==> src/rtl/irq_controller_if.sv <==
// Register-slot bus between the mmio_controller and the interrupt controller:
// register select, write strobe, chip enable, write data and read data.
interface irq_controller_if;
    logic [2:0] rs;
    logic       we;
    logic       en;
    logic [7:0] din;
    logic [7:0] dout;

    modport master (
        output rs,
        output we,
        output en,
        output din,
        input  dout
    );

    modport slave (
        input  rs,
        input  we,
        input  en,
        input  din,
        output dout
    );
endinterface

==> src/rtl/irq_controller.sv <==
// irq_controller: memory-mapped interrupt controller for the 65C02 IRQ line.
// Latches edge events or follows level requests per source, masks them,
// prioritises the lowest index and reports it through the VEC register.
// A read of VEC acknowledges the winning interrupt.
// Optional feature macro: IRQC_SYNC_EN adds a two-flop synchronizer on every
// src_irq bit so asynchronous pins can be connected directly.
module irq_controller #(
    parameter int N_SRC = 8
) (
    input  logic                 clk,
    input  logic                 rst,
    irq_controller_if.slave      bus,
    input  logic [N_SRC-1:0]     src_irq,
    output logic                 irq
);

    localparam logic [2:0] RS_PEND  = 3'd0;
    localparam logic [2:0] RS_MASK  = 3'd1;
    localparam logic [2:0] RS_MODE  = 3'd2;
    localparam logic [2:0] RS_VEC   = 3'd3;
    localparam logic [2:0] RS_SWSET = 3'd4;
    localparam logic [2:0] RS_COUNT = 3'd5;

    logic [N_SRC-1:0] src_s;
    logic [N_SRC-1:0] src_p_q;
    logic [N_SRC-1:0] pend_q, pend_d;
    logic [N_SRC-1:0] mask_q, mask_d;
    logic [N_SRC-1:0] mode_q, mode_d;
    logic [7:0]       count_q, count_d;
    logic             irq_q, irq_d;

    logic [N_SRC-1:0] din_n;
    logic [N_SRC-1:0] active;
    logic             any_active;
    logic [2:0]       win_idx;
    logic             ack;
    logic             wr_pend, wr_mask, wr_mode, wr_swset, wr_count;
    logic [N_SRC-1:0] edge_set;
    logic [N_SRC-1:0] edge_clr;
    logic [N_SRC-1:0] mode_chg;

    // Lowest set index wins; bit 0 has the highest priority.
    function automatic logic [2:0] lowest_idx(input logic [N_SRC-1:0] v);
        logic [2:0] r;
        r = '0;
        for (int i = N_SRC - 1; i >= 0; i--) begin
            if (v[i]) r = 3'(i);
        end
        return r;
    endfunction

    // Zero-extend an N_SRC-wide register to the 8-bit read bus.
    function automatic logic [7:0] ext8(input logic [N_SRC-1:0] v);
        logic [7:0] r;
        r = '0;
        r[N_SRC-1:0] = v;
        return r;
    endfunction

`ifdef IRQC_SYNC_EN
    logic [N_SRC-1:0] sync1_q, sync2_q;

    // Two-flop synchronizer for asynchronous source pins.
    always_ff @(posedge clk) begin
        if (rst) begin
            sync1_q <= '0;
            sync2_q <= '0;
        end else begin
            sync1_q <= src_irq;
            sync2_q <= sync1_q;
        end
    end

    assign src_s = sync2_q;
`else
    assign src_s = src_irq;
`endif

    assign din_n      = bus.din[N_SRC-1:0];
    assign active     = pend_q & mask_q;
    assign any_active = |active;
    assign win_idx    = lowest_idx(active);

    assign wr_pend  = bus.en & bus.we & (bus.rs == RS_PEND);
    assign wr_mask  = bus.en & bus.we & (bus.rs == RS_MASK);
    assign wr_mode  = bus.en & bus.we & (bus.rs == RS_MODE);
    assign wr_swset = bus.en & bus.we & (bus.rs == RS_SWSET);
    assign wr_count = bus.en & bus.we & (bus.rs == RS_COUNT);
    // Only a read of VEC with something to report counts as an acknowledge.
    assign ack      = bus.en & ~bus.we & (bus.rs == RS_VEC) & any_active;

    // Next-state for pending, mask, mode, count and the registered irq.
    always_comb begin
        edge_set = (src_s & ~src_p_q) | (wr_swset ? din_n : '0);
        edge_clr = (wr_pend ? din_n : '0) | (ack ? (N_SRC'(1) << win_idx) : '0);
        // A mode flip in either direction drops whatever was latched, so an
        // already-high source switched to edge mode raises no event.
        mode_chg = wr_mode ? (din_n ^ mode_q) : '0;
        // Edge bits: set wins over clear. Level bits simply follow the source.
        pend_d   = ((mode_q & (edge_set | (pend_q & ~edge_clr))) |
                    (~mode_q & src_s)) & ~mode_chg;
        mask_d   = wr_mask ? din_n : mask_q;
        mode_d   = wr_mode ? din_n : mode_q;
        count_d  = count_q;
        if (wr_count) begin
            count_d = 8'h00;
        end else if (ack) begin
            count_d = count_q + 8'h01;
        end
        irq_d    = any_active;
    end

    // State registers with synchronous reset.
    always_ff @(posedge clk) begin
        if (rst) begin
            src_p_q <= '0;
            pend_q  <= '0;
            mask_q  <= '0;
            mode_q  <= '0;
            count_q <= '0;
            irq_q   <= 1'b0;
        end else begin
            src_p_q <= src_s;
            pend_q  <= pend_d;
            mask_q  <= mask_d;
            mode_q  <= mode_d;
            count_q <= count_d;
            irq_q   <= irq_d;
        end
    end

    // Read mux; VEC shows the pre-acknowledge winner in the access cycle.
    always_comb begin
        bus.dout = 8'h00;
        case (bus.rs)
            RS_PEND:  bus.dout = ext8(pend_q);
            RS_MASK:  bus.dout = ext8(mask_q);
            RS_MODE:  bus.dout = ext8(mode_q);
            RS_VEC:   bus.dout = any_active ? {1'b1, 4'b0000, win_idx} : 8'h00;
            RS_COUNT: bus.dout = count_q;
            default:  bus.dout = 8'h00;
        endcase
    end

    assign irq = irq_q;

endmodule
==> src/flat_wrapper.sv <==
// flat-port wrapper written by rule: the top's interface ports become plain ports
module irq_controller_flat 
#(
    parameter int N_SRC = 8
)
  (clk, rst, src_irq, irq, bus_rs, bus_we, bus_en, bus_din, bus_dout);
  irq_controller_if bus_i ();
  input  logic clk;
  input  logic rst;
  input  logic [N_SRC-1:0] src_irq;
  output logic irq;
  input wire logic [$bits(bus_i.rs)-1:0] bus_rs;
  input wire logic [$bits(bus_i.we)-1:0] bus_we;
  input wire logic [$bits(bus_i.en)-1:0] bus_en;
  input wire logic [$bits(bus_i.din)-1:0] bus_din;
  output wire logic [$bits(bus_i.dout)-1:0] bus_dout;
  assign bus_i.rs = bus_rs;
  assign bus_i.we = bus_we;
  assign bus_i.en = bus_en;
  assign bus_i.din = bus_din;
  assign bus_dout = bus_i.dout;
  irq_controller #(.N_SRC(N_SRC)) u_core (.clk(clk), .rst(rst), .bus(bus_i), .src_irq(src_irq), .irq(irq));
endmodule
==> config.mk <==
export PLATFORM = sky130hd
export DESIGN_NAME = irq_controller_flat
export DESIGN_NICKNAME = d
export VERILOG_FILES = /design/src/rtl/irq_controller_if.sv /design/src/rtl/irq_controller.sv /design/src/flat_wrapper.sv
export SDC_FILE = /design/constraint.sdc
export NUM_CORES = 1
export LEC_CHECK = 0
export CELL_PAD_IN_SITES_DETAIL_PLACEMENT = 1
export CELL_PAD_IN_SITES_GLOBAL_PLACEMENT = 2
export CORE_ASPECT_RATIO = 1.4
export CORE_UTILIZATION = 35
export CTS_CLUSTER_DIAMETER = 120
export DETAILED_ROUTE_END_ITERATION = 8
export PLACE_DENSITY = 0.86
export SYNTH_ARGS = -nofsm -noshare
export SYNTH_HDL_FRONTEND = slang
export SYNTH_SLANG_ARGS = --single-unit
==> constraint.sdc <==
create_clock -name clk -period 3.7 [get_ports clk]
set_input_delay 0.74 -clock clk [delete_from_list [all_inputs] [get_ports clk]]
set_output_delay 0.74 -clock clk [all_outputs]
set_load 0.02 [all_outputs]
[Word level (Yosys, flattened, before mapping)]
Cells that the tools add are included.
Operators by class
  shift operators: 1
  $add $sub $neg: 1
  reductions and logical operators: 3
  bitwise gates (word level): 25
  equal/unequal tests: 5
  muxes and demuxes: 14
Operator list (number)
  $and A8 B8 Y8: 6
  $mux W8: 5
  $pmux W8 S5: 1
  $not A8 Y8: 4
  $or A8 B8 Y8: 4
  $mux W3: 8
  $and A1 B1 Y1: 9
  $add A8 B1 Y8 const B: 1
  $reduce_or A8 Y1: 1
  $shl A1 B3 Y8 const A: 1
  $xor A8 B8 Y8: 1
  $eq A3 B2 Y1 const B: 2
  $eq A3 B3 Y1 const B: 2
  $eq A3 B1 Y1 const B: 1
  $logic_not A3 Y1: 1
  $reduce_or A2 Y1: 1
  $not A1 Y1: 1
Word-level totals
  register bits after elaboration: 41
  output and inout bits: 9

[Depth between registers and ports, before layout]
  word-level depth: 18
  mapped depth: 6
  mapped depth without buffers: 5

[Worst setup path before layout]
Ideal clock, no wire load.
  path type: input to output
  from: input bus_rs[2]
  to: output bus_dout[1]
  stages on the path: 5
  arrival: 1883 ps
  buffers on the path: 1
  slack: 1077 ps
  path through: clkbuf_1 > mux2_2 > a22oi_1 > nor2_1 > a211o_1
Between the ends
  cells in the longest elaborated chain, start to end: 2
  elaborated cells on any way between the ends: 6
  those cells by class: 4 x eq/ne; 1 x mux; 1 x reduce/logical
Ends and longest elaborated chain
  start, declared: RTL line flat_wrapper.sv:12  | input wire logic [$bits(bus_i.rs)-1:0] bus_rs;
  $eq A3 B3 Y1 (tied with other cells): RTL line irq_controller.sv:135  | case (bus.rs)
  $pmux W8 S5 (*): RTL line irq_controller.sv:135
  end, declared: RTL line flat_wrapper.sv:16  | output wire logic [$bits(bus_i.dout)-1:0] bus_dout;
Mark *: on every way between the ends. The rest lies on a longest branch, timed or not.

[Worst setup path after layout]
  from: input bus_rs[0]
  to: output bus_dout[3]
The elaborated chain is that of the path after synthesis.

==> qor.txt <==
Max-slew headroom: 63.2%
Synth Net Count: 328
Antenna Cells: 0
clk sinks: 41
RD Place Congestion: 0.854
Setup TNS Final: 0 ns
via/cell ratio: 5.80
top cells by area, synth: dfxtp_1, nand2_1, a21oi_1
Yosys top cell area share: 33.8%
I/O pins: 32
Fin Hold WS: 0.514 ns
Worst path most repeated cell: clkdlybuf4s50_1
reg2reg end: u_core.pend_q[6]
first-pass GRT wire length: 12600 um
sequential fraction of the synthesis area: 33.8%
R2R depth: 4
row count: 35
crit-path max cell delay: 0.66 ns
CTS HTree Levels: 2
CTS clock-pin slew for the worst setup and hold paths: 0.07 ns
Power Total: 0.972 mW
DRC viols: 0
Final setup viols: 0
status: finished clean
RSZ-0062 raised after global routing: false
Pre-antenna DRT Iters: 4
overall routing resource usage: 22.5%
Final Hold Fails: 0
Min-Delay Startpoint: u_core.count_q[7]
r2r setup slk: 2.09 ns
initial antenna violation count: 0
Syn Area/Cell: 8.00 um^2
Die Wd: 72.4 um
Worst-Margin Slew: 0.550 ns
setup repair bufs after CTS: 0
Hold Crit Endpoint: u_core.count_q[7]
power per cell area: 329 mW/mm^2
crit path DAT: 2.80 ns
share of layout cells above drive strength 1: 8.33%
crit path kind: input pin to output pin
Mapped Area: 0.00243 mm^2
CTS resizes: 0
Period minus WS final: 3.54 ns
dpl hpwl: 5810 um
CP Launch Type: input pin
P_leak: 1.05 nW
worst path bufs/invs: 2
Synth-to-Final Area Change: 21.7%
Root Buffer: clkbuf_8
number of max-cap violations: 0
hold buffer count at cts: 0
Async SR Flop Fraction: 0%
area leader, netlist: dfxtp_1
drt initial violations: 93
Initial Utilization: 36.5%
vias in the first global route: 2516
largest net degree at the start of global routing: 30
Data required, critical path: 2.96 ns
DR WL/cell: 18.0 um
Netlist cell types: 57
Core Area: 0.00666 mm^2
via count: 2481
slowest stage cell, crit path: clkdlybuf4s50_1
worst reg2reg startpoint: u_core.pend_q[4]
CP Capture Type: output pin
Max VDD drop: 0.000163 V
dominant synthesized flop cell: dfxtp_1
crit-path cells: clkdlybuf4s50_1 -> nor2_1 -> and2_1 -> nand2_1 -> o21ai_0 -> clkdlybuf4s50_1
gr ovfl total: 0
TritonCTS clock tree: built
hold path cells: 2
Filler cells: 835
Max clock buf depth: 2
port bufs: 31
Inserted Clock Buffers: 5
CP max FO: 9
Crit path max-delay family: buffers and inverters
Max Fclk: 0.283 GHz
clock latency on the worst-skew pair: 0.31 ns
antenna-violating nets left: 0
Mapped Cells: 304
Min-Delay Path Class: register to register
Synth Warn #: 0
post-synthesis register bit count: 41
die height: 101 um
dpl cell area: 0.00284 mm^2
Setup Skew: 0.0112 ns
Post-synth EDFFs: 0
# nets final: 359
final instance area: 0.00296 mm^2
die area: 0.00729 mm^2
routed wire length: 7690 um
Final Slew Violations: 0
Final period util: 95.7%
worst reg2reg max path, delay by kind of cell (launching register included):
family / cells / cell delay, ns
AO/OA/AOI/OAI: 2 / 0.56
flip-flops: 1 / 0.36
AND/OR/NAND/NOR: 2 / 0.56
per-layer routing:
layer | GRT usage (%) | wire length [um]
met5 | 0 | 0
met4 | 8.14 | 141
met3 | 3.10 | 165
met2 | 39.3 | 3840
met1 | 27.8 | 3530
report_power, final:
part           switching (mW)  internal [mW]
Clock                   0.173          0.203
Combinational          0.0746         0.0567
Sequential             0.0118          0.453
cells in the final DEF (no fill, tap or decap), types with 5 or more instances in the layout:
| cell | count |
|---|---|
| o21ai_0 | 5 |
| nand3_1 | 8 |
| o31a_1 | 9 |
| a31oi_1 | 9 |
| a21oi_1 | 24 |
| mux2i_1 | 8 |
| nand2_1 | 35 |
| a22oi_1 | 9 |
| nor2_1 | 24 |
| mux2_2 | 7 |
| o21ai_1 | 5 |
| a311oi_1 | 5 |
| nand2b_1 | 8 |
| clkbuf_8 | 5 |
| buf_4 | 9 |
| clkdlybuf4s50_1 | 30 |
| o221ai_1 | 7 |
| dfxtp_1 | 41 |
| inv_1 | 19 |
Yosys cell counts (4+ instances only):
master,count
o21ai_0,5
a311oi_1,5
o221ai_1,7
o31ai_1,4
a21oi_1,24
o21ai_1,5
o311ai_1,4
o311ai_0,4
a22oi_1,9
nand2_1,35
mux2_2,7
nor2b_1,4
nand2b_1,8
a31oi_1,9
inv_1,19
dfxtp_1,41
mux2i_1,8
o31a_1,9
nor2_1,24
clkbuf_1,8
nand3_1,8
buf_2,4
state kept, by name, summed over array words and instances (netlist names):
| name | flops |
|---|---|
| u_core.mask_q | 8 |
| u_core.src_p_q | 8 |
| u_core.irq | 1 |
| u_core.pend_q | 8 |
| u_core.count_q | 8 |
| u_core.mode_q | 8 |
logic make-up after synthesis:
group	after synthesis	share of synthesized area, %
mux	15	6.54
compound gates	106	31.5
flops	41	33.8
buf+inv	35	6.23
fa+ha+maj	1	0.515
simple gates	106	21.5
worst max path at each step:
stage	depth (start not counted)	from	slack [ns]	end
after floorplan	5	bus_rs[2]	1.08	bus_dout[1]
after global placement	7	bus_rs[2]	0.10	bus_dout[1]
after detailed placement	7	bus_rs[2]	0.08	bus_dout[1]
after CTS	7	bus_rs[2]	0.07	bus_dout[1]
after global routing	6	bus_rs[0]	0.06	bus_dout[3]
final	6	bus_rs[0]	0.16	bus_dout[3]
area by class of cell:
cell class	count	area, um^2	share of cell area, %
clock buffers	6	72.6	2.45
multi-input cells	228	1460	49.3
inverters	19	71.3	2.41
well taps	92	115	3.89
repair buffers	40	380	12.9
flip-flops and latches	41	821	27.7
clock inverters	2	38.8	1.31
through the flow:
stage / setup slack (ns) / util (%) / instances
final: 0.161 / 44.4 / 428
after global routing: 0.0644 / 44.4 / 428
after CTS: 0.0743 / 44.4 / 428
after detailed placement: 0.0766 / 42.7 / 420
after global placement: 0.104 / 42.7 / 420
after floorplan: 1.08 / - / 304
Note: power is estimated with default switching activity, not from simulation.
==> edit (same flow settings) <==
Add a define of `IRQC_SYNC_EN`.
--- a/src/rtl/irq_controller.sv
+++ b/src/rtl/irq_controller.sv
@@ -4,6 +4,8 @@
 // A read of VEC acknowledges the winning interrupt.
 // Optional feature macro: IRQC_SYNC_EN adds a two-flop synchronizer on every
 // src_irq bit so asynchronous pins can be connected directly.
+`define IRQC_SYNC_EN
+
 module irq_controller #(
     parameter int N_SRC = 8
 ) (
Check against the original RTL: not equivalent (Yosys sat finds a counterexample within 4 cycles, from zero or initial values and one cycle with rst high).
==> edit against the original RTL <==
Routed wire length increased by 6.9%. Cell area increased by 18%. Critical path depth increased by 1. Area after synthesis increased by 17%. Total power increased by 46%. Core utilization about the same. Non-clock buffer count increased by 2. Worst setup slack got worse by 0.042 ns. Sequential cell count increased by 16. Sequential power increased by 38%. Clock power increased by 75%. Synthesized cell count increased by 12%. Fmax decreased by 1.2%. Largest cell class unchanged.
==> edit: results (changes against the original RTL) <==
metric	value	unit	change
Hold Crit Depth	1		-1
post-cts sizing count	0		unchanged
fillers	958		+15%
Post-CTS Setup Inserts	0		unchanged
CTS Buf Count	9		+4
Hold Crit Class	reg -> reg		
Yosys cell types	52		-8.8%
top_reg_cell synth	dfxtp_1		
largest cells by area after synthesis	dfxtp_1 40%, a21oi_1 4.2%, nor2b_1 4.2%		
nets	394		+9.7%
Root Buffer	clkbuf_8		
Hold Crit Endpoint	u_core.src_s[7]		
Non-Filler Instances	475		+11%
Post-synth top cells	57 x dfxtp_1, 28 x nand2_1, 25 x inv_1, 24 x a21oi_1, 23 x nor2_1		
WP data arrival	2.84	ns	+0.04 ns
initial antenna violation count	0		unchanged
Seq/Total Area, Yosys	40.0	%	+6.2 points
CTS H-tree lvls	3		+1
Syn Area/Cell	8.42	um2	+5.2%
maximum number of pins on one net before global-route repair	36		+20%
dpl cells	459		+9.3%
clk buf depth	2		unchanged
worst skew pair latency	0.35	ns	+0.04 ns
Detailed Place HPWL	6030	um	+3.9%
R2R Path Start	u_core.pend_q[6]		
overall routing resource usage	20.8	%	-1.7 points
initial DRC count	117		+26%
Syn Nets	363		+11%
path depth of the worst reg2reg path	5		+1
global-route wire length before repair	13500	um	+7.1%
IO Port Bufs	31		unchanged
Static Leak	1.19	nW	+13%
via count	2690		+8.4%
Slew HR	54.6	%	-8.6 points
Worst Skew	0.00957	ns	-0.00164 ns
R2R Setup Slk	2.03	ns	-0.06 ns
peak supply drop	282	uV	+73%
min-delay src	u_core.sync1_q[7]		
layout cells sized above 1	10.1	%	+1.8 points
Synth warnings	0		unchanged
final wirelength	8220	um	+6.9%
CP peak stage delay	0.63	ns	-0.03 ns
total inserted antenna cells	0		unchanged
Reg clk slew, reported paths	0.07	ns	about the same
status	complete, no violations		
worst-path fanout max	18		+9
Placer Congestion	0.836		-2.1%
Crit-path slowest cell	clkdlybuf4s50_1		
FFs w/ async S/R, synth	0	%	unchanged
DRT Pass-1 Iters	4		unchanged
R2R Path End	u_core.pend_q[6]		
[edit: cell types whose count changed after synthesis, sizes merged, moves of 3 or more]
cell / before / now
o31a: 9 / 2
o221ai: 7 / 4
nor2b: 4 / 19
a31oi: 9 / 18
and3: 3 / 0
a41oi: 1 / 6
buf: 8 / 13
inv: 19 / 25
nand2: 36 / 28
dfxtp: 41 / 57
a311oi: 5 / 0
and2: 2 / 5
[edit: cells by family after synthesis]
family	Yosys count	share of synthesized area, %
DFF	57	40.0
buffers and inverters	47	7.06
adders and majority gates	1	0.439
muxes	16	5.88
and+or+nand+nor	113	20.7
AOI/OAI and AO/OA	105	26.0
[edit: layer usage]
layer  track usage, %  vias up  routed length, um
li1                 -     1305                  -
met1             23.5     1338               3570
met2             37.9       37               4310
met3             4.18       10                201
met4             8.47        0                133
met5                0        -                  0
[edit: layout make-up]
cell class,count,share of cell area [%]
repair buffers,42,11.1
well taps,100,3.59
inverters,25,2.69
multi-input cells,235,43.4
clock inverters,1,0.861
clock buffers,15,5.64
flip-flops and latches,57,32.7
[edit: metrics by stage]
stage | hold slack [ns] | util, % | setup WS [ns] | area, um2
global route | 0.454 | 44.4 | 0.0194 | 3490
detailed placement | 0.430 | 41.5 | 0.286 | 3260
floorplan | 0.414 | - | 0.986 | 2850
CTS | 0.446 | 44.4 | 0.0703 | 3480
finish | 0.436 | 44.4 | 0.119 | 3490
global placement | 0.415 | 41.5 | 0.303 | 3260
[edit: where the power goes]
group / leakage (nW) / total, mW / internal [mW] / switching (mW)
registers: 0.464 / 0.640 / 0.629 / 0.0104
clock network: 0.116 / 0.657 / 0.404 / 0.254
logic: 0.610 / 0.121 / 0.0537 / 0.0674
[edit: worst max path at each step]
stage	from	endpoint	slack [ns]
finish	bus_rs[0]	bus_dout[2]	0.12
global route	bus_rs[0]	bus_dout[2]	0.02
CTS	bus_rs[0]	bus_dout[2]	0.07
detailed placement	bus_rs[0]	bus_dout[2]	0.29
global placement	bus_rs[0]	bus_dout[2]	0.30
floorplan	bus_rs[0]	bus_dout[2]	0.99
[edit: worst max-delay path, delay by kind of cell]
kind,cells,cell delay (ns)
AOI/OAI and AO/OA,3,0.60
buffers and inverters,3,1.31
and+or+nand+nor,1,0.17
